==> config.mk <==
export PLATFORM = sky130hd
export DESIGN_NAME = multicore_mem_arbiter
export DESIGN_NICKNAME = d
export VERILOG_FILES = /design/src/rtl/multicore_mem_arbiter_pkg.sv /design/src/rtl/multicore_mem_arbiter_rr_arbiter.sv /design/src/rtl/multicore_mem_arbiter.sv
export SDC_FILE = /design/constraint.sdc
export NUM_CORES = 1
export LEC_CHECK = 0
export ABC_AREA = 1
export CELL_PAD_IN_SITES_DETAIL_PLACEMENT = 0
export CELL_PAD_IN_SITES_GLOBAL_PLACEMENT = 1
export CORE_ASPECT_RATIO = 0.6
export CORE_MARGIN = 4
export CORE_UTILIZATION = 25
export CTS_CLUSTER_DIAMETER = 150
export DETAILED_ROUTE_END_ITERATION = 10
export PLACE_DENSITY_LB_ADDON = 0.1
export SLEW_MARGIN = 20
export SYNTH_ARGS = -nofsm -noshare
export SYNTH_HDL_FRONTEND = slang
export SYNTH_HIERARCHICAL = 1
export SYNTH_SLANG_ARGS = --single-unit
==> constraint.sdc <==
create_clock -name i_clk -period 4.9 [get_ports i_clk]
set_clock_uncertainty 0.05 [all_clocks]
set_input_delay 0.735 -clock i_clk [delete_from_list [all_inputs] [get_ports i_clk]]
set_output_delay 0.735 -clock i_clk [all_outputs]
set_load 0.1 [all_outputs]
==> src/rtl/multicore_mem_arbiter_pkg.sv <==
// Shared types and helpers for the multicore memory arbiter slice.
package mc_pkg;

  typedef enum logic [1:0] {IDLE, RUN, DONE} state_t;

  localparam int N_CORES_DEFAULT = 4;

  function automatic int idx_width(input int n);
    return (n > 1) ? $clog2(n) : 1;
  endfunction

  localparam int IDX_W = idx_width(N_CORES_DEFAULT);

  // Low bit of a core's field inside a flattened per-core bus.
  function automatic int slice_lo(input int idx, input int width);
    return idx * width;
  endfunction

endpackage

==> src/rtl/multicore_mem_arbiter_rr_arbiter.sv <==
// Combinational round-robin arbiter: first requester above the pointer wins.
module rr_arbiter #(
  parameter int N     = 4,
  parameter int IDX_W = 2
) (
  input  logic [N-1:0]     i_req,
  input  logic [IDX_W-1:0] i_ptr,
  output logic [N-1:0]     o_grant,
  output logic [IDX_W-1:0] o_idx,
  output logic             o_valid
);

  logic [IDX_W-1:0] w_pos;

  always_comb begin
    o_grant = '0;
    o_idx   = '0;
    o_valid = 1'b0;
    w_pos   = '0;
    for (int k = 1; k <= N; k++) begin
      w_pos = IDX_W'((int'(i_ptr) + k) % N);
      if (!o_valid && i_req[w_pos]) begin
        o_valid        = 1'b1;
        o_idx          = w_pos;
        o_grant[w_pos] = 1'b1;
      end
    end
  end

endmodule

==> src/rtl/multicore_mem_arbiter.sv <==
// Shares one data memory between N cores and sequences start/done runs.
module multicore_mem_arbiter
  import mc_pkg::*;
#(
  parameter int N_CORES    = 4,
  parameter int DATA_WIDTH = 12,
  parameter int ADDR_WIDTH = 12
) (
  input  logic                          i_clk,
  input  logic                          i_rst,
  input  logic                          i_start,
  input  logic [N_CORES-1:0]            i_core_mask,
  output logic [N_CORES-1:0]            o_core_start,
  input  logic [N_CORES-1:0]            i_core_done,
  output logic                          o_ready,
  output logic                          o_all_done,
  input  logic [N_CORES-1:0]            i_core_req,
  input  logic [N_CORES-1:0]            i_core_we,
  input  logic [N_CORES*ADDR_WIDTH-1:0] i_core_addr,
  input  logic [N_CORES*DATA_WIDTH-1:0] i_core_wdata,
  output logic [N_CORES-1:0]            o_core_ack,
  output logic [DATA_WIDTH-1:0]         o_core_rdata,
  output logic [ADDR_WIDTH-1:0]         o_mem_addr,
  output logic [DATA_WIDTH-1:0]         o_mem_wdata,
  output logic                          o_mem_we,
  input  logic [DATA_WIDTH-1:0]         i_mem_rdata
);

  localparam int PTR_W = idx_width(N_CORES);

  state_t             r_state;
  logic [PTR_W-1:0]   r_rr_ptr;
  logic [N_CORES-1:0] r_ack;
  logic [N_CORES-1:0] r_mask;
  logic [N_CORES-1:0] r_done_seen;
  logic [N_CORES-1:0] r_core_start;
  logic               r_all_done;
  logic               r_ready;

  logic [N_CORES-1:0] w_elig;
  logic [N_CORES-1:0] w_grant;
  logic [PTR_W-1:0]   w_idx;
  logic               w_valid;
  logic               w_issue;
  logic [N_CORES-1:0] w_done_q;
  logic [N_CORES-1:0] w_done_all;

  // A core acked last cycle is still holding the request it just finished.
  assign w_elig = i_core_req & ~r_ack;

  rr_arbiter #(
    .N     (N_CORES),
    .IDX_W (PTR_W)
  ) u_rr_arbiter (
    .i_req   (w_elig),
    .i_ptr   (r_rr_ptr),
    .o_grant (w_grant),
    .o_idx   (w_idx),
    .o_valid (w_valid)
  );

  assign w_issue      = w_valid & ~i_rst;
  assign o_mem_we     = w_issue & i_core_we[w_idx];
  assign o_mem_addr   = w_issue ? i_core_addr[slice_lo(int'(w_idx), ADDR_WIDTH) +: ADDR_WIDTH] : '0;
  assign o_mem_wdata  = w_issue ? i_core_wdata[slice_lo(int'(w_idx), DATA_WIDTH) +: DATA_WIDTH] : '0;
  assign o_core_rdata = i_mem_rdata;
  assign o_core_ack   = r_ack;

  always_ff @(posedge i_clk or posedge i_rst) begin
    if (i_rst) begin
      r_rr_ptr <= PTR_W'(N_CORES - 1);
      r_ack    <= '0;
    end else begin
      r_ack <= w_valid ? w_grant : '0;
      if (w_valid) begin
        r_rr_ptr <= w_idx;
      end
    end
  end

  assign w_done_q   = i_core_done & r_mask;
  assign w_done_all = r_done_seen | w_done_q;

  // The first RUN cycle carries core_start, so done seen there is ignored.
  always_ff @(posedge i_clk or posedge i_rst) begin
    if (i_rst) begin
      r_state      <= IDLE;
      r_ready      <= 1'b1;
      r_core_start <= '0;
      r_all_done   <= 1'b0;
      r_mask       <= '0;
      r_done_seen  <= '0;
    end else begin
      r_core_start <= '0;
      r_all_done   <= 1'b0;
      case (r_state)
        IDLE: begin
          if (i_start) begin
            r_ready <= 1'b0;
            if (|i_core_mask) begin
              r_mask       <= i_core_mask;
              r_core_start <= i_core_mask;
              r_done_seen  <= '0;
              r_state      <= RUN;
            end else begin
              r_all_done <= 1'b1;
              r_state    <= DONE;
            end
          end
        end
        RUN: begin
          if (r_core_start == '0) begin
            r_done_seen <= w_done_all;
            if ((w_done_all == r_mask) && (r_ack == '0)) begin
              r_all_done <= 1'b1;
              r_state    <= DONE;
            end
          end
        end
        DONE: begin
          r_ready <= 1'b1;
          r_state <= IDLE;
        end
        default: begin
          r_ready <= 1'b1;
          r_state <= IDLE;
        end
      endcase
    end
  end

  assign o_core_start = r_core_start;
  assign o_all_done   = r_all_done;
  assign o_ready      = r_ready;

endmodule
# ---- Yosys cells after proc, flatten, opt, wreduce, memory -nomap -nowiden
# Index checks and enable logic that the tools add are counted.
dict set report word_totals {
  elab_cells 113
  out_inout_bits 47
  in_bits 127
  ff_bits 22
}
dict set report op_classes {
  n_reduce_logical 20
  bitwise 11
  shift 2
  eq_ne 6
  n_lt_le_gt_ge 9
  addsub 4
  n_mul 1
  muxes 52
}
# op n
set op_table {}
lappend op_table {{indexed part select 48 x 32 -> 12 bit} 1}
lappend op_table {{indexed part select 48 x 7 -> 12 bit} 1}
lappend op_table {{2-to-1 mux 4 bit} 11}
lappend op_table {{2-to-1 mux 12 bit} 2}
lappend op_table {{2-to-1 mux 1 bit} 18}
lappend op_table {{2-to-1 mux 2 bit} 8}
lappend op_table {{OR 4 bit} 4}
lappend op_table {{less-than comparator 2 x 3 -> 1 bit, second input constant} 5}
lappend op_table {{binary-select mux 1 bit (select 2 bit)} 5}
lappend op_table {{bitwise AND 4 bit} 2}
lappend op_table {{demux 1 bit (select 2 bit)} 4}
lappend op_table {{>= comparator 2 x 1 -> 1 bit, second input constant} 4}
lappend op_table {{logical AND 1 bit} 8}
lappend op_table {{logical NOT 4 bit} 2}
lappend op_table {{inequality test 2 bit, second input constant} 4}
lappend op_table {{one-hot mux 4 bit (2 select lines)} 1}
lappend op_table {{AND reduction 3 bit} 2}
lappend op_table {{adder 2 x 1 -> 2 bit, second input constant} 2}
lappend op_table {{adder 2 bit, second input constant} 2}
lappend op_table {{equality test 4 bit} 1}
lappend op_table {{multiplier 2 x 2 -> 4 bit, second input constant} 1}
lappend op_table {{inverter 4 bit} 1}
lappend op_table {{one-hot mux 1 bit (2 select lines)} 2}
lappend op_table {{one-hot mux 2 bit (2 select lines)} 1}
lappend op_table {{9 further kinds} 13}

# ---- Logic depth before layout (Yosys ltp)
# Gate-level depths: netlist of the first run.
dict set report depth {
  word_depth 17
  ltp_mapped 16
  mapped_depth_nobuf 14
}

# ---- Hierarchy
# The synthesis of the first run kept the hierarchy.
# mod cells_per_inst n_inst area_per_inst_um2
set modules_own_cells {}
lappend modules_own_cells {multicore_mem_arbiter 336 1 2015.7}
lappend modules_own_cells {rr_arbiter 81 1 535.5}

# ---- Worst setup path after synthesis of the first run
# No wires, ideal clock.
dict set report synth_path {
  kind {register to output}
  startpoint {register r_ack[3], in the netlist o_core_ack[3]}
  endpoint {output o_mem_addr[10]}
  required_time_ns 4.115
  path_stages_with_launch 16
  t_arrival_ns 3.766
  path_buffers 3
  setup_slack_ns 0.349
  path_cell_list {dfrtp_1 > nor2_1 > inv_1 > nand2_4 > nand3_4 > nand2_4 > nor2_4 > buf_6 > nand4_1 > nand3_1 > buf_6 > inv_4 > buf_6 > nor2_1 > o21ai_0 > a21oi_1}
}
dict set report synth_via {
  elab_chain_cells 17
  word_cells_on_any_way 28
  cone_classes {1 x mul; 1 x shift; 17 x mux; 3 x bitwise; 6 x reduce/logical}
}
# element line
set synth_rtl {}
lappend synth_rtl {{start: declaration} multicore_mem_arbiter.sv:33} ;# logic [N_CORES-1:0] r_ack;
lappend synth_rtl {{start signal: assignment} multicore_mem_arbiter.sv:74} ;# r_ack <= w_valid ? w_grant : '0;
lappend synth_rtl {{inverter 4 bit *} multicore_mem_arbiter.sv:49} ;# assign w_elig = i_core_req & ~r_ack;
lappend synth_rtl {{bitwise AND 4 bit *} multicore_mem_arbiter.sv:49}
lappend synth_rtl {{named net w_elig[3]} multicore_mem_arbiter.sv:40} ;# logic [N_CORES-1:0] w_elig;
lappend synth_rtl {{binary-select mux 1 bit (select 2 bit)} multicore_mem_arbiter_rr_arbiter.sv:22} ;# if (!o_valid && i_req[w_pos]) begin
lappend synth_rtl {{2-to-1 mux 1 bit (implied by the code)} multicore_mem_arbiter_rr_arbiter.sv:22}
lappend synth_rtl {{2-to-1 mux 1 bit} multicore_mem_arbiter_rr_arbiter.sv:22}
lappend synth_rtl {{logical NOT 1 bit} multicore_mem_arbiter_rr_arbiter.sv:22}
lappend synth_rtl {{logical AND 1 bit} multicore_mem_arbiter_rr_arbiter.sv:22}
lappend synth_rtl {{[... 3 more ...]} n/a}
lappend synth_rtl {{2-to-1 mux 1 bit} multicore_mem_arbiter_rr_arbiter.sv:22}
lappend synth_rtl {{logical NOT 1 bit} multicore_mem_arbiter_rr_arbiter.sv:22}
lappend synth_rtl {{logical AND 1 bit} multicore_mem_arbiter_rr_arbiter.sv:22}
lappend synth_rtl {{2-to-1 mux 2 bit *} multicore_mem_arbiter_rr_arbiter.sv:22}
lappend synth_rtl {{named net w_idx[1]} multicore_mem_arbiter.sv:42} ;# logic [PTR_W-1:0] w_idx;
lappend synth_rtl {{multiplier 2 x 2 -> 4 bit *} multicore_mem_arbiter_pkg.sv:16} ;# return idx * width;
lappend synth_rtl {{indexed part select 48 x 32 -> 12 bit *} multicore_mem_arbiter.sv:64} ;# assign o_mem_addr = w_issue ? i_core_addr[slice_lo(int'(w_idx), ADDR_WIDTH) +: ADDR_WIDTH] : '0;
lappend synth_rtl {{2-to-1 mux 12 bit *} multicore_mem_arbiter.sv:64}
lappend synth_rtl {{end: declaration} multicore_mem_arbiter.sv:23} ;# output logic [ADDR_WIDTH-1:0] o_mem_addr,
# The timed path passes the listed nets; every way through them passes the cells marked *. The select of a mux whose other input is x is not followed.

# ---- Final worst setup path of the first run
dict set report layout_path {
  startpoint {register r_rr_ptr[1]}
  endpoint {output o_mem_wdata[6]}
}
dict set report layout_via {
  elab_chain_cells 16
  word_cells_on_any_way 30
  cone_classes {4 x add/sub; 1 x mul; 1 x shift; 17 x mux; 1 x bitwise; 6 x reduce/logical}
}
# element line
set layout_rtl {}
lappend layout_rtl {{start: declaration} multicore_mem_arbiter.sv:32} ;# logic [PTR_W-1:0] r_rr_ptr;
lappend layout_rtl {{start signal: assignment} multicore_mem_arbiter.sv:71} ;# r_rr_ptr <= PTR_W'(N_CORES - 1);
lappend layout_rtl {{start signal: assignment} multicore_mem_arbiter.sv:76} ;# r_rr_ptr <= w_idx;
lappend layout_rtl {{adder 2 x 1 -> 2 bit} multicore_mem_arbiter_rr_arbiter.sv:21} ;# w_pos = IDX_W'((int'(i_ptr) + k) % N);
lappend layout_rtl {{binary-select mux 1 bit (select 2 bit)} multicore_mem_arbiter_rr_arbiter.sv:22}
lappend layout_rtl {{2-to-1 mux 1 bit (implied by the code)} multicore_mem_arbiter_rr_arbiter.sv:22}
lappend layout_rtl {{2-to-1 mux 1 bit} multicore_mem_arbiter_rr_arbiter.sv:22}
lappend layout_rtl {{logical NOT 1 bit} multicore_mem_arbiter_rr_arbiter.sv:22}
lappend layout_rtl {{logical AND 1 bit} multicore_mem_arbiter_rr_arbiter.sv:22}
lappend layout_rtl {{2-to-1 mux 1 bit} multicore_mem_arbiter_rr_arbiter.sv:22}
lappend layout_rtl {{logical NOT 1 bit} multicore_mem_arbiter_rr_arbiter.sv:22}
lappend layout_rtl {{logical AND 1 bit} multicore_mem_arbiter_rr_arbiter.sv:22}
lappend layout_rtl {{2-to-1 mux 1 bit} multicore_mem_arbiter_rr_arbiter.sv:22}
lappend layout_rtl {{logical NOT 1 bit} multicore_mem_arbiter_rr_arbiter.sv:22}
lappend layout_rtl {{logical AND 1 bit} multicore_mem_arbiter_rr_arbiter.sv:22}
lappend layout_rtl {{2-to-1 mux 2 bit *} multicore_mem_arbiter_rr_arbiter.sv:22}
lappend layout_rtl {{named net w_idx[0]} multicore_mem_arbiter.sv:42}
lappend layout_rtl {{multiplier 2 x 2 -> 4 bit *} multicore_mem_arbiter_pkg.sv:16}
lappend layout_rtl {{indexed part select 48 x 7 -> 12 bit *} multicore_mem_arbiter.sv:65} ;# assign o_mem_wdata = w_issue ? i_core_wdata[slice_lo(int'(w_idx), DATA_WIDTH) +: DATA_WIDTH] : '0;
lappend layout_rtl {{2-to-1 mux 12 bit *} multicore_mem_arbiter.sv:65}
lappend layout_rtl {{end: declaration} multicore_mem_arbiter.sv:24} ;# output logic [DATA_WIDTH-1:0] o_mem_wdata,
# Marks and branches as above.

==> results of run 1 <==
per-stage QoR:
| step | std cells | instance area [um2] | hold slack [ns] |
|---|---|---|---|
| after detailed placement | 674 | 4260 | 0.418 |
| after floorplan | 417 | 2550 | 0.405 |
| after CTS | 678 | 4330 | 0.433 |
| after global placement | 674 | 4260 | 0.416 |
| final | 678 | 4330 | 0.428 |
| after global routing | 678 | 4330 | 0.467 |
worst paths after layout:
path / from / end / slack (ns) / depth (start not counted)
min in group asynchronous: i_rst / r_done_seen[1] / 0.78 / 3
worst min-delay path: r_done_seen[0] / r_done_seen[0] / 0.43 / 2
worst max register to register: r_rr_ptr[1] / r_rr_ptr[0] / 1.86 / 10
max in group asynchronous: i_rst / r_rr_ptr[0] / 3.74 / 3
worst min register to register: r_done_seen[0] / r_done_seen[0] / 0.43 / 2
worst max-delay path: r_rr_ptr[1] / o_mem_wdata[6] / 0.37 / 14
logic make-up after synthesis:
family | after synthesis | synth area share
and+or+nand+nor | 216 | 0.372
AOI/OAI and AO/OA | 102 | 0.211
buffers and inverters | 69 | 0.160
DFF | 22 | 0.217
adders and majority gates | 8 | 0.0392
sequential cells by signal, summed over array words and instances (netlist names):
signal and count:
o_all_done 1, o_core_ack 4, o_core_start 4, o_ready 1, r_done_seen 4, r_mask 4, r_rr_ptr 2, r_state 2
worst reg2reg max path: stages (launching register included):
cell and delay [ns]:
dfstp_2 0.64, inv_1 0.19, ha_1 0.43, inv_2 0.09, nand3_4 0.13, nand2_4 0.08, nor2_4 0.24, nand3_1 0.16
a21oi_4 0.32, inv_2 0.37, a21oi_1 0.25
layout make-up:
type / count / area share
tap: 135 / 0.0390
sequential: 22 / 0.128
multi-input combinational: 326 / 0.369
timing repair buffer: 155 / 0.412
inverter: 36 / 0.0335
clock buffer: 4 / 0.0182
layer usage:
layer	track usage	vias up	routed length, um
met1	0.208	1326	4400
met4	0.0287	0	153
met5	0	-	0
met3	0.0480	14	747
li1	-	1585	-
met2	0.239	104	4190
cells in the final DEF, fill, tap and decap left out, drive strengths merged:
cell type	Yosys	routed
nor2	124	124
o21ai	63	63
nand3b	1	1
nand4	7	7
nand2	58	58
inv	36	36
nand3	26	26
a21boi	4	4
dfrtp	19	19
a21oi	35	35
buf	29	31
clkdlybuf4s50	0	124
ha	8	8
dfstp	3	3
clkbuf	4	4
==> flow_summary.toml, run 1 <==
[sta]
slew_headroom = 0.317
min_period_ns = 4.53
finalCritPeriodShare = 0.924
setup_viol = 0
rsz0062_at_grt = "false"
tightest_slew_ns = 1.02
slew_violations = 0
final_hold_viol_count = 0
finalSetupTns_ns = 0
max_freq_mhz = 221
setup_slack_ns = 0.371

[synth]
synth_cell_type_count = 25
yosys.area.top_type_share = 0.186
synthTopCellsByCount = "nor2_1, nand2_1, o21ai_0"
avgSynthCellArea_um2 = 6.12
synthArstFlopShare = 1.00
yosysWarnings = 6
synthCells = 417
syn_nets = 552
synth-edff-count = 0
synth_top_cell_by_area = "dfrtp_1"
ys_ff_latch = 22
yosysSeqAreaShare = 0.217
syn_area_um2 = 2550
synth-main-ff-cell = "dfrtp_1"
synthTopCellsByArea = "dfrtp_1, nor2_1, o21ai_0, nand2_1, a21oi_1"
synth.most_common_cell = "nor2_1"

[detailed_routing]
via_per_inst = 4.47
drtIter0Drc = 177
first_pass_iters = 4
ant_nets = 0
drc = 0
num_vias = 3029
wire_per_inst_um = 14.0
wl_um = 9500

[die]
fp-row-count = 28
dieArea_um2 = 11900
core_area_um2 = 9910
initial_utilization = 0.257
die_y_um = 86.3
ios = 174
die_width_um = 138

[clock_tree]
ctsResizeCount = 0
cts_buffer_depth = 2
cts_setup_buffers = 0
clock_sinks = 22
insertion_delay_ns = 0.25
h-tree-depth = 1
path_clk_slew_ns = 0.06
cts_hold_buf = 0
root_buffer = "clkbuf_16"
cts_tree = "yes"
cts_buffers = 3

[worst_hold_path]
hold_path_class = "reg2reg"

[finish]
antenna_cells = 0
seq_area_um2 = 554
multi_input_area_um2 = 1600
nFillCells = 1035
final_core_utilization = 0.437
nNetsFinal = 679
synthToLayoutAreaGrowth_pct = 69.9
layout-drive-gt1-share = 0.114

[setup_path]
slowest_delay_ns = 0.64
critPathArrivalTime_ns = 3.74
crit_chain = "inv_1, ha_1, inv_2, nand3_4, nand2_4, nor2_4, nand3_1, a21oi_4, buf_4, nor2_1, nor2_1, o21ai_0, a21oi_1, buf_12"
crit_top_cell = "nor2_1"
cp_max_fo = 27
crit_family = "buffers and inverters"
critical-path-slowest-cell = "dfstp_2"
cp-start-kind = "flop"
required_ns = 4.12
crit_buf_inv = 4
end_kind = "output port"
crit_type = "reg2out"

[flow_run]
cap_violations = 0

[placed_design]
portBuffers = 149
dp_hpwl_um = 7660
gp_congestion = 0.780
preCtsSetupSlack_ns = 0.546

[outcome]
status = "complete, no violations"

[grt]
antenna_found_initial = 0
grt_pass1_vias = 3072
grt_pass1_wl_um = 15200
grt-ovfl-total = 0
grt_max_degree = 52
grt_usage = 0.152
Power of run 1 is left out: the tool's default activity adds up to more than one toggle a clock period on the data nets, which glitch-free logic cannot reach.
==> run 2, diff against run 1 <==
Settings changed: SETUP_SLACK_MARGIN set to 0.1.
==> run 2 against run 1 <==
  * Design area is essentially flat
  * Critical path depth shrank 2
  * Maximum frequency grew 1.4%
  * First-iteration DRC count shrank 12%
  * Clock-buffer cell count is the same
  * Worst hold slack is essentially flat
  * Setup slack gained 0.060 ns
  * Routed wire length is essentially flat
  * Non-clock buffer count is the same
  * Global-route usage is the same
==> flow_summary.toml, run 2 (synthesized netlist as in run 1, its figures left out) <==
[grt]
grt-ovfl-total = 0
grt_max_degree = 52
grt_usage = 0.152
grt_pass1_wl_um = 15200
grt_pass1_vias = 3072
antenna_found_initial = 0

[clock_tree]
root_buffer = "clkbuf_16"
cts_buffer_depth = 2
cts_tree = "yes"
clock_sinks = 22
h-tree-depth = 1
path_clk_slew_ns = 0.06
insertion_delay_ns = 0.25
cts_buffers = 3

[setup_path]
required_ns = 4.12
r2r_end = "r_rr_ptr[0]"
regToRegSetupSlack_ns = 1.86
critPathArrivalTime_ns = 3.68
crit_type = "reg2out"
r2r_cells = 10
cp-start-kind = "flop"
end_kind = "output port"
regToRegStartpoint = "r_rr_ptr[1]"
cp_max_fo = 51

[die]
initial_utilization = 0.257
ios = 174
fp-row-count = 28
dieArea_um2 = 11900
die_width_um = 138
die_y_um = 86.3
core_area_um2 = 9910

[detailed_routing]
drc = 0
wl_um = 9500
num_vias = 3033
wire_per_inst_um = 14.0
drtIter0Drc = 156
ant_nets = 0
first_pass_iters = 4
via_per_inst = 4.47

[worst_hold_path]
hold_end = "r_done_seen[0]"
whs_path_depth = 2
holdCritStartpoint = "r_done_seen[0]"
hold_path_class = "reg2reg"

[sta]
max_freq_mhz = 224
slew_violations = 0
min_period_ns = 4.47
slew_headroom = 0.317
setup_viol = 0
finalSetupTns_ns = 0
tightest_slew_ns = 1.02
rsz0062_at_grt = "false"
finalCritPeriodShare = 0.912
final_hold_viol_count = 0
setup_slack_ns = 0.431

[placed_design]
portBuffers = 149
dp_hpwl_um = 7660
dp.cells = 674
gp_congestion = 0.780
placed_area_um2 = 4260
preCtsSetupSlack_ns = 0.546

[finish]
stdcell_area_um2 = 4340
final_cell_mix = "clkdlybuf4s50_1, nor2_1, nand2_1"
synthToLayoutAreaGrowth_pct = 70.0
final_common_cell = "clkdlybuf4s50_1"
instances_no_fill = 678
antenna_cells = 0
layout-drive-gt1-share = 0.114
nNetsFinal = 679
nFillCells = 1036

[outcome]
status = "complete, no violations"

[flow_run]
cap_violations = 0
[run 2: cell types whose count changed in the layout (fill, tap and decap cells not counted)]
cell   delta
buf_4     -1
buf_6     +1
[run 2: final cells by class]
class                   count  area, um2  share of cell area
repair buffers            155       1790               0.413
multi-input cells         326       1600               0.369
clock buffers               4       78.8              0.0182
inverters                  36        145              0.0335
well taps                 135        169              0.0389
flip-flops and latches     22        554               0.128
[run 2: metrics by stage]
stage                util  hold slack [ns]
global route        0.438            0.467
finish              0.438            0.429
floorplan               -            0.405
CTS                 0.437            0.433
detailed placement  0.429            0.418
global placement    0.429            0.416
[run 2: worst max-delay path: stages, from the launching register on]
cell and delay [ns]:
dfstp_2 0.64, inv_1 0.19, ha_1 0.43, inv_2 0.09, nand3_4 0.13, nand2_4 0.08
nor2_4 0.23, nand3_1 0.16, a21oi_4 0.34, inv_2 0.37, o21ai_0 0.40, a21oi_1 0.16
buf_12 0.20
[run 2: per-layer routing]
layer | up-vias | track usage | wire [um]
li1 | 1584 | - | -
met1 | 1327 | 0.208 | 4350
met2 | 108 | 0.239 | 4200
met3 | 14 | 0.0480 | 790
met4 | 0 | 0.0287 | 153
met5 | - | 0 | 0
[run 2: what timing repair did]
item | 4_1_cts | 5_1_grt
endpoints found under the setup margin | 0 | 1
resized for setup | 0 | 1
hold buffers | 0 | 0
setup buffers | 0 | 0
[run 2: worst max-delay path by stage]
| stage | start | endpoint | cells past startpoint |
|---|---|---|---|
| 2_1_floorplan | o_core_ack[3] | o_mem_addr[10] | 15 |
| 3_3_place_gp | i_core_req[2] | o_mem_addr[9] | 14 |
| 3_5_place_dp | i_core_req[3] | o_mem_wdata[6] | 15 |
| 4_1_cts | r_rr_ptr[1] | o_mem_wdata[6] | 14 |
| 5_1_grt | r_rr_ptr[1] | o_mem_addr[4] | 12 |
| 6_report | r_rr_ptr[1] | o_mem_addr[9] | 12 |
Power of run 2 is left out for the same reason.
==> run 3, diff against run 2 <==
Settings changed: CORE_MARGIN 4 to 3, CTS_CLUSTER_SIZE set to 14.
==> run 3 against run 2 <==
  * Global-route usage is 0.79 points higher
  * Sequential share of layout area barely moved
  * Cell count shrank 0.59%
  * First-iteration DRC count rose by 4.5%
  * Setup slack gained 0.14 ns
  * Die area fell by 3.7%
  * Non-clock buffer count is 1 higher
  * Register-to-register slack better by 0.36 ns
  * Worst hold slack improved by 0.014 ns
  * Maximum frequency increased by 3.2%
  * Routed wire length shrank 1.8%
  * Core utilization increased by 1.7 points
==> flow_summary.toml, run 3 (synthesized netlist as in run 1, its figures left out) <==
[detailed_routing]
ant_nets = 0
drtIter0Drc = 163
num_vias = 3000
wire_per_inst_um = 13.8
first_pass_iters = 4
wl_um = 9330
via_per_inst = 4.45
drc = 0

[sta]
min_period_ns = 4.33
finalCritPeriodShare = 0.884
finalSetupTns_ns = 0
max_freq_mhz = 231
rsz0062_at_grt = "false"
slew_headroom = 0.330
tightest_slew_ns = 1.00
slew_violations = 0
final_hold_viol_count = 0
setup_slack_ns = 0.570
setup_viol = 0

[die]
die_y_um = 84.3
core_area_um2 = 9560
fp-row-count = 27
die_width_um = 136
ios = 174
dieArea_um2 = 11500
initial_utilization = 0.267

[placed_design]
portBuffers = 149
preCtsSetupSlack_ns = 0.673
dp_hpwl_um = 7570
gp_congestion = 0.760

[finish]
final_cell_mix = "clkdlybuf4s50_1, nor2_1, nand2_1"
antenna_cells = 0
layout-drive-gt1-share = 0.118
synthToLayoutAreaGrowth_pct = 70.3
final_common_cell = "clkdlybuf4s50_1"
nNetsFinal = 680

[setup_path]
r2r_cells = 10
critPathArrivalTime_ns = 3.55
regToRegSetupSlack_ns = 2.22
required_ns = 4.12
regToRegStartpoint = "r_rr_ptr[1]"
crit_type = "reg2out"
crit_start = "r_rr_ptr[0]"
cp_max_fo = 29
end_kind = "output port"
r2r_end = "r_rr_ptr[0]"
cp-start-kind = "flop"

[worst_hold_path]
holdCritStartpoint = "r_done_seen[0]"
hold_path_class = "reg2reg"
whs_path_depth = 2
hold_end = "r_done_seen[0]"

[clock_tree]
cts_buffer_depth = 2
cts_hold_buf = 0
ctsResizeCount = 0
h-tree-depth = 1
insertion_delay_ns = 0.25
cts_setup_buffers = 0
path_clk_slew_ns = 0.06
cts_buffers = 3
root_buffer = "clkbuf_16"
cts_tree = "yes"
clock_sinks = 22

[grt]
grt_pass1_vias = 2895
grt_max_degree = 30
grt_usage = 0.160
grt_pass1_wl_um = 15000
grt-ovfl-total = 0
antenna_found_initial = 0

[flow_run]
cap_violations = 0

[outcome]
status = "complete, no violations"
## run 3: cell types whose count changed in the layout (fill, tap and decap cells not counted), sizes merged
cell,previous run,this run
buf,31,32
## run 3: critical path: stages, from the launching register on
cell and delay [ns]:
dfstp_2 0.74, inv_8 0.10, ha_1 0.40, inv_2 0.14, nand3_1 0.10, nand2_2 0.17, inv_2 0.09, a21oi_1 0.26
a21oi_4 0.06, inv_2 0.35, buf_4 0.26, o21ai_0 0.13, a21oi_1 0.26, buf_12 0.21
## run 3: area by class of cell
type / count / area, um2
multi-input combinational: 326 / 1600
fill: 959 / 5220
timing repair buffer: 156 / 1790
clock buffer: 4 / 88.8
sequential: 22 / 554
tap: 130 / 163
inverter: 36 / 145
## run 3: metal layers
layer  vias to the layer above  global-route usage  wire length, um
li1                       1591                   -                -
met1                      1292               0.224             4340
met2                       105               0.247             4130
met3                        12              0.0455              717
met4                         0              0.0302              143
met5                         -                   0                0
## run 3: worst max path at each step
stage          cells past startpoint        endpoint
2_1_floorplan                     15  o_mem_addr[10]
3_3_place_gp                      15  o_mem_wdata[9]
3_5_place_dp                      15   o_mem_addr[2]
4_1_cts                           13   o_mem_addr[2]
5_1_grt                           13  o_mem_wdata[9]
6_report                          13   o_mem_addr[3]
## run 3: through the flow
step	area, um2	std cells	utilization	hold WS, ns
after floorplan	2550	417	-	0.405
after global placement	4260	670	0.445	0.421
after detailed placement	4260	670	0.445	0.420
after CTS	4350	674	0.455	0.445
after global routing	4350	674	0.455	0.471
final	4350	674	0.455	0.442
Power of run 3 is left out for the same reason.
==> variant 1 (config.mk and constraints of run 2) <==
Reset style: synchronous (`i_rst`), changed in 2 clocked blocks.
--- a/src/rtl/multicore_mem_arbiter.sv
+++ b/src/rtl/multicore_mem_arbiter.sv
@@ -67,5 +67,5 @@
   assign o_core_ack   = r_ack;
 
-  always_ff @(posedge i_clk or posedge i_rst) begin
+  always_ff @(posedge i_clk) begin
     if (i_rst) begin
       r_rr_ptr <= PTR_W'(N_CORES - 1);
@@ -83,5 +83,5 @@
 
   // The first RUN cycle carries core_start, so done seen there is ignored.
-  always_ff @(posedge i_clk or posedge i_rst) begin
+  always_ff @(posedge i_clk) begin
     if (i_rst) begin
       r_state      <= IDLE;
Check against the original RTL: differs if i_rst is asserted again (counterexample within 4 cycles, from zero or initial values and one cycle with i_rst high); with i_rst held inactive, the same outputs for 10 cycles.
==> variant 1 against run 2 <==
- critical path type is now in -> out
- critical endpoint is now o_mem_wdata[10]
- cell area decreased by 0.69%
- largest cell class unchanged
- setup slack gained 51 ps
- sequential cell count is the same
- wire length up 2.6%
- highest routed layer unchanged
- non-clock buffer count increased by 1
- sequential share of layout area down 2.6 points
- register-to-register slack better by 180 ps
- synthesized area fell by 2.8%
Power is not shown: default switching activity piles up to over one toggle a cycle in this logic, so the estimate is an artifact.
==> variant 1: results (changes against run 2) <==
stage;metric;value;unit;change
outcome;status;completed;;
synth;Adder-Cell Fraction of Synth Area;0.0404;;+0.00115
drt;Iter 0 DRT Violations;196;;+26%
min_path;Hold WC Path Type;reg -> reg;;
clock_tree;htree depth;1;;unchanged
clock_tree;clk_lat worst skew;250;ps;about the same
grt;vias in the first global route;3042;;-0.98%
synth;most numerous cell in the Yosys netlist;nor2_1;;
synth;Post-synth ARST share;0;;-1.00
clock_tree;buffer depth of the longest clock path;2;;unchanged
synth;Synth Area in Compound Gates;0.226;;+0.0148
clock_tree;Inserted Clock Buffers;3;;unchanged
synth;post-synthesis cell type count;30;;+20%
clock_tree;post_cts resized;0;;unchanged
place;Final HPWL DP;7.96;mm;+4.0%
synth;Synth warnings;6;;unchanged
clock_tree;clock root cell;clkbuf_16;;
sta;Slew headroom;0.320;;+0.00262
grt;total global-route track usage;0.160;;+0.00733
synth;syn nets;557;;+0.91%
synth;mux cell area share after synthesis;0;;unchanged
drt;total number of vias;3083;;+1.6%
drt;WL/cell;14.4;µm;+2.8%
synth;top cells by count, synth;nor2_1, o21ai_1, a21oi_1;;
drt;First-pass DRT Iterations;4;;unchanged
finish;fraction of layout cells with a size suffix above 1;0.124;;+0.0101
place;RePlAce Congestion;0.873;;+12%
grt;largest net degree at the start of global routing;40;;-23%
finish;final net count;684;;+0.74%
synth;sequential area share after synthesis;0.178;;-0.0396
setup_path;CP max FO;26;;-49%
clock_tree;Reg clk slew, reported paths;50;ps;
synth;Post-Synth XOR/XNOR Area;0;;unchanged
grt;first-pass GRT wire length;15.3;mm;+0.31%
finish;# diodes;0;;unchanged
setup_path;Worst Reg-to-Reg Cells;10;;unchanged
grt;initial antenna violation count;0;;unchanged
synth;Area contributors post-synth;nor2_1, dfxtp_1, o21ai_1, a21oi_1, nand3_1;;
min_path;hold path depth;2;;unchanged
clock_tree;post-CTS setup buffers;0;;unchanged
setup_path;Data arrival, critical path;3630;ps;-50 ps
synth;Most used DFF post-synth;dfxtp_1;;
place;Port Buffers;149;;unchanged
[variant 1: cell count changes in the layout (fill, tap and decap cells not counted), sizes merged, moves of 6 or more]
cell   before  now
dfxtp       0   22
nand3      26   32
a21oi      35   42
nand2      58   39
dfrtp      19    0
[variant 1: layout make-up]
class | count | area (µm²)
Fill cell | 961 | 5120
Multi-Input combinational cell | 327 | 1670
Sequential cell | 22 | 440
Timing Repair Buffer | 156 | 1810
Inverter | 39 | 154
Clock buffer | 3 | 75.1
Tap cell | 130 | 163
[variant 1: logic make-up (layout without fill, tap and decap cells)]
kind of cell             Yosys count  after routing
buffers and inverters             73            198
AND/OR/NAND/NOR                  212            212
AO/OA/AOI/OAI                    107            107
adder cells (fa/ha/maj)            8              8
flip-flops                        22             22
[variant 1: routing by layer]
layer,global-route usage,part of all wire
met1,0.223,0.46
met5,0,0
met3,0.0361,0.067
met2,0.253,0.46
met4,0.0293,0.016
[variant 1: critical path, cell delays in order]
cell and delay [ps]:
clkdlybuf4s50_1 460, inv_1 40, nor2_1 190, inv_1 120
nand2_4 80, nand3_4 90, nand2_4 110, nor2_4 60
a21oi_1 160, nand3_1 440, inv_2 590, nor2_1 110
o21ai_1 140, a21oi_1 130, buf_12 180
[variant 1: final timing paths]
kind	from	slack, ps	end
worst max register to register	r_rr_ptr[0]$_SDFFE_PP1P_	2040	r_rr_ptr[1]$_SDFFE_PP1P_
worst max-delay path	i_core_req[3]	480	o_mem_wdata[10]
worst min register to register	o_ready$_SDFFE_PP1P_	410	o_ready$_SDFFE_PP1P_
worst min-delay path	o_ready$_SDFFE_PP1P_	410	o_ready$_SDFFE_PP1P_
[variant 1: through the flow]
stage / setup WS [ps] / cells / area (µm²) / utilization
3_3_place_gp: 533 / 674 / 4230 / 0.449
4_1_cts: 491 / 677 / 4310 / 0.457
3_5_place_dp: 501 / 674 / 4230 / 0.449
2_1_floorplan: 271 / 422 / 2480 / -
6_report: 482 / 677 / 4310 / 0.457
5_1_grt: 254 / 677 / 4310 / 0.457
==> variant 2 (config.mk and constraints of run 2) <==
Without the edit above. Set the parameter `ADDR_WIDTH` to 11 (it was 12).
--- a/src/rtl/multicore_mem_arbiter.sv
+++ b/src/rtl/multicore_mem_arbiter.sv
@@ -5,5 +5,5 @@
   parameter int N_CORES    = 4,
   parameter int DATA_WIDTH = 12,
-  parameter int ADDR_WIDTH = 12
+  parameter int ADDR_WIDTH = 11
 ) (
   input  logic                          i_clk,
Ports: changed (resized i_core_addr and o_mem_addr); port bits go from 174 to 169. No check against the original RTL was run, so the function may have changed too.
==> variant 2 against run 2 <==
- maximum frequency up 2.3%
- synthesized cell count shrank 2.2%
- cell count fell by 2.9%
- wire length is 2.8% lower
- synthesized area is 4.4% lower
- hold slack improved by 12 ps
- setup slack better by 100 ps
- first-iteration DRC count fell by 3.8%
- sequential cell count unchanged
- cell area down 3.0%
- largest cell class unchanged
Power is left out: the tool's default activity adds up to more than one toggle a clock period on the data nets, which glitch-free logic cannot reach.
==> variant 2: results (changes against run 2) <==
stage;metric;value;unit;change
clock_tree;Reg clk slew, reported paths;50;ps;
finish;final net count;660;;-2.8%
place;RePlAce Congestion;0.839;;+7.5%
synth;post-synthesis cell type count;25;;unchanged
drt;WL/cell;14.0;µm;+0.19%
synth;top cells by count, synth;nor2_1, nand2_1, o21ai_0;;
setup_path;CP max FO;49;;-3.9%
setup_path;RR Endpoint;r_rr_ptr[0]$_DFFE_PP1P_;;
grt;total global-route track usage;0.155;;+0.00271
setup_path;Critical Path Start;r_rr_ptr[1]$_DFFE_PP1P_;;
finish;fraction of layout cells with a size suffix above 1;0.100;;-0.0138
synth;syn nets;539;;-2.4%
setup_path;Worst Reg-to-Reg Cells;10;;unchanged
place;Final HPWL DP;7.23;mm;-5.6%
place;Port Buffers;144;;-3.4%
drt;Iter 0 DRT Violations;150;;-3.8%
setup_path;Data arrival, critical path;3580;ps;-100 ps
grt;first-pass GRT wire length;14.8;mm;-3.1%
grt;largest net degree at the start of global routing;50;;-3.8%
synth;sequential area share after synthesis;0.227;;+0.00992
setup_path;r2r setup slk;1980;ps;+120 ps
outcome;status;completed;;
synth;Area contributors post-synth;dfrtp_1, nor2_1, nand2_1, o21ai_0, a21oi_1;;
sta;Slew headroom;0.311;;-0.00679
setup_path;CP endpoint;o_mem_wdata[11];;
place;dpl ws;638;ps;+91.9 ps
[variant 2: how the worst min path moves through the flow]
stage                                     from                          to  depth (start not counted)  slack, ps
global placement    r_done_seen[1]$_DFFE_PP0P_  r_done_seen[1]$_DFFE_PP0P_                          2        420
global route               o_ready$_DFFE_PP1P_         o_ready$_DFFE_PP1P_                          2        450
finish                     o_ready$_DFFE_PP1P_         o_ready$_DFFE_PP1P_                          2        440
detailed placement  r_done_seen[0]$_DFFE_PP0P_  r_done_seen[0]$_DFFE_PP0P_                          2        430
floorplan           r_done_seen[0]$_DFFE_PP0P_  r_done_seen[0]$_DFFE_PP0P_                          2        410
CTS                        o_ready$_DFFE_PP1P_         o_ready$_DFFE_PP1P_                          2        450
[variant 2: kinds of logic (layout without fill, tap and decap cells)]
group / Yosys count / count (layout) / synth area share
simple gates: 212 / 212 / 0.380
compound gates: 99 / 99 / 0.208
buf+inv: 67 / 187 / 0.144
flops: 22 / 22 / 0.227
fa+ha+maj: 8 / 8 / 0.0410
[variant 2: layer usage]
metal	track usage	vias up	routed length, µm
met5	0	-	0
met4	0.0229	0	89
met3	0.0431	14	694
met2	0.243	83	4060
met1	0.217	1301	4390
li1	-	1542	-
[variant 2: through the flow]
stage | util | instances | area (µm²) | hold WS (ps)
3_5_place_dp | 0.441 | 654 | 4110 | 435
6_report | 0.451 | 658 | 4210 | 441
3_3_place_gp | 0.441 | 654 | 4110 | 424
5_1_grt | 0.451 | 658 | 4210 | 453
2_1_floorplan | - | 408 | 2440 | 409
4_1_cts | 0.451 | 658 | 4200 | 445
[variant 2: layout make-up]
| type | count | area (µm²) |
|---|---|---|
| clock buffer | 4 | 88.8 |
| fill | 973 | 5120 |
| inverter | 35 | 139 |
| multi-input combinational | 319 | 1550 |
| sequential | 22 | 554 |
| tap | 130 | 163 |
| timing repair buffer | 148 | 1720 |
[variant 2: repair_timing]
action,CTS,global route
endpoints found under the hold margin,0,0
gates resized for setup,0,1
setup endpoints to repair,0,1
[variant 2: critical path, cell delays in order, from the launching register on]
cell	delay, ps
dfstp_2	640
inv_1	200
ha_1	410
inv_2	130
nand3_1	90
nand2_2	170
inv_2	100
a21oi_1	240
a21oi_4	60
inv_2	540
o21ai_0	190
a21oi_1	320
buf_12	220
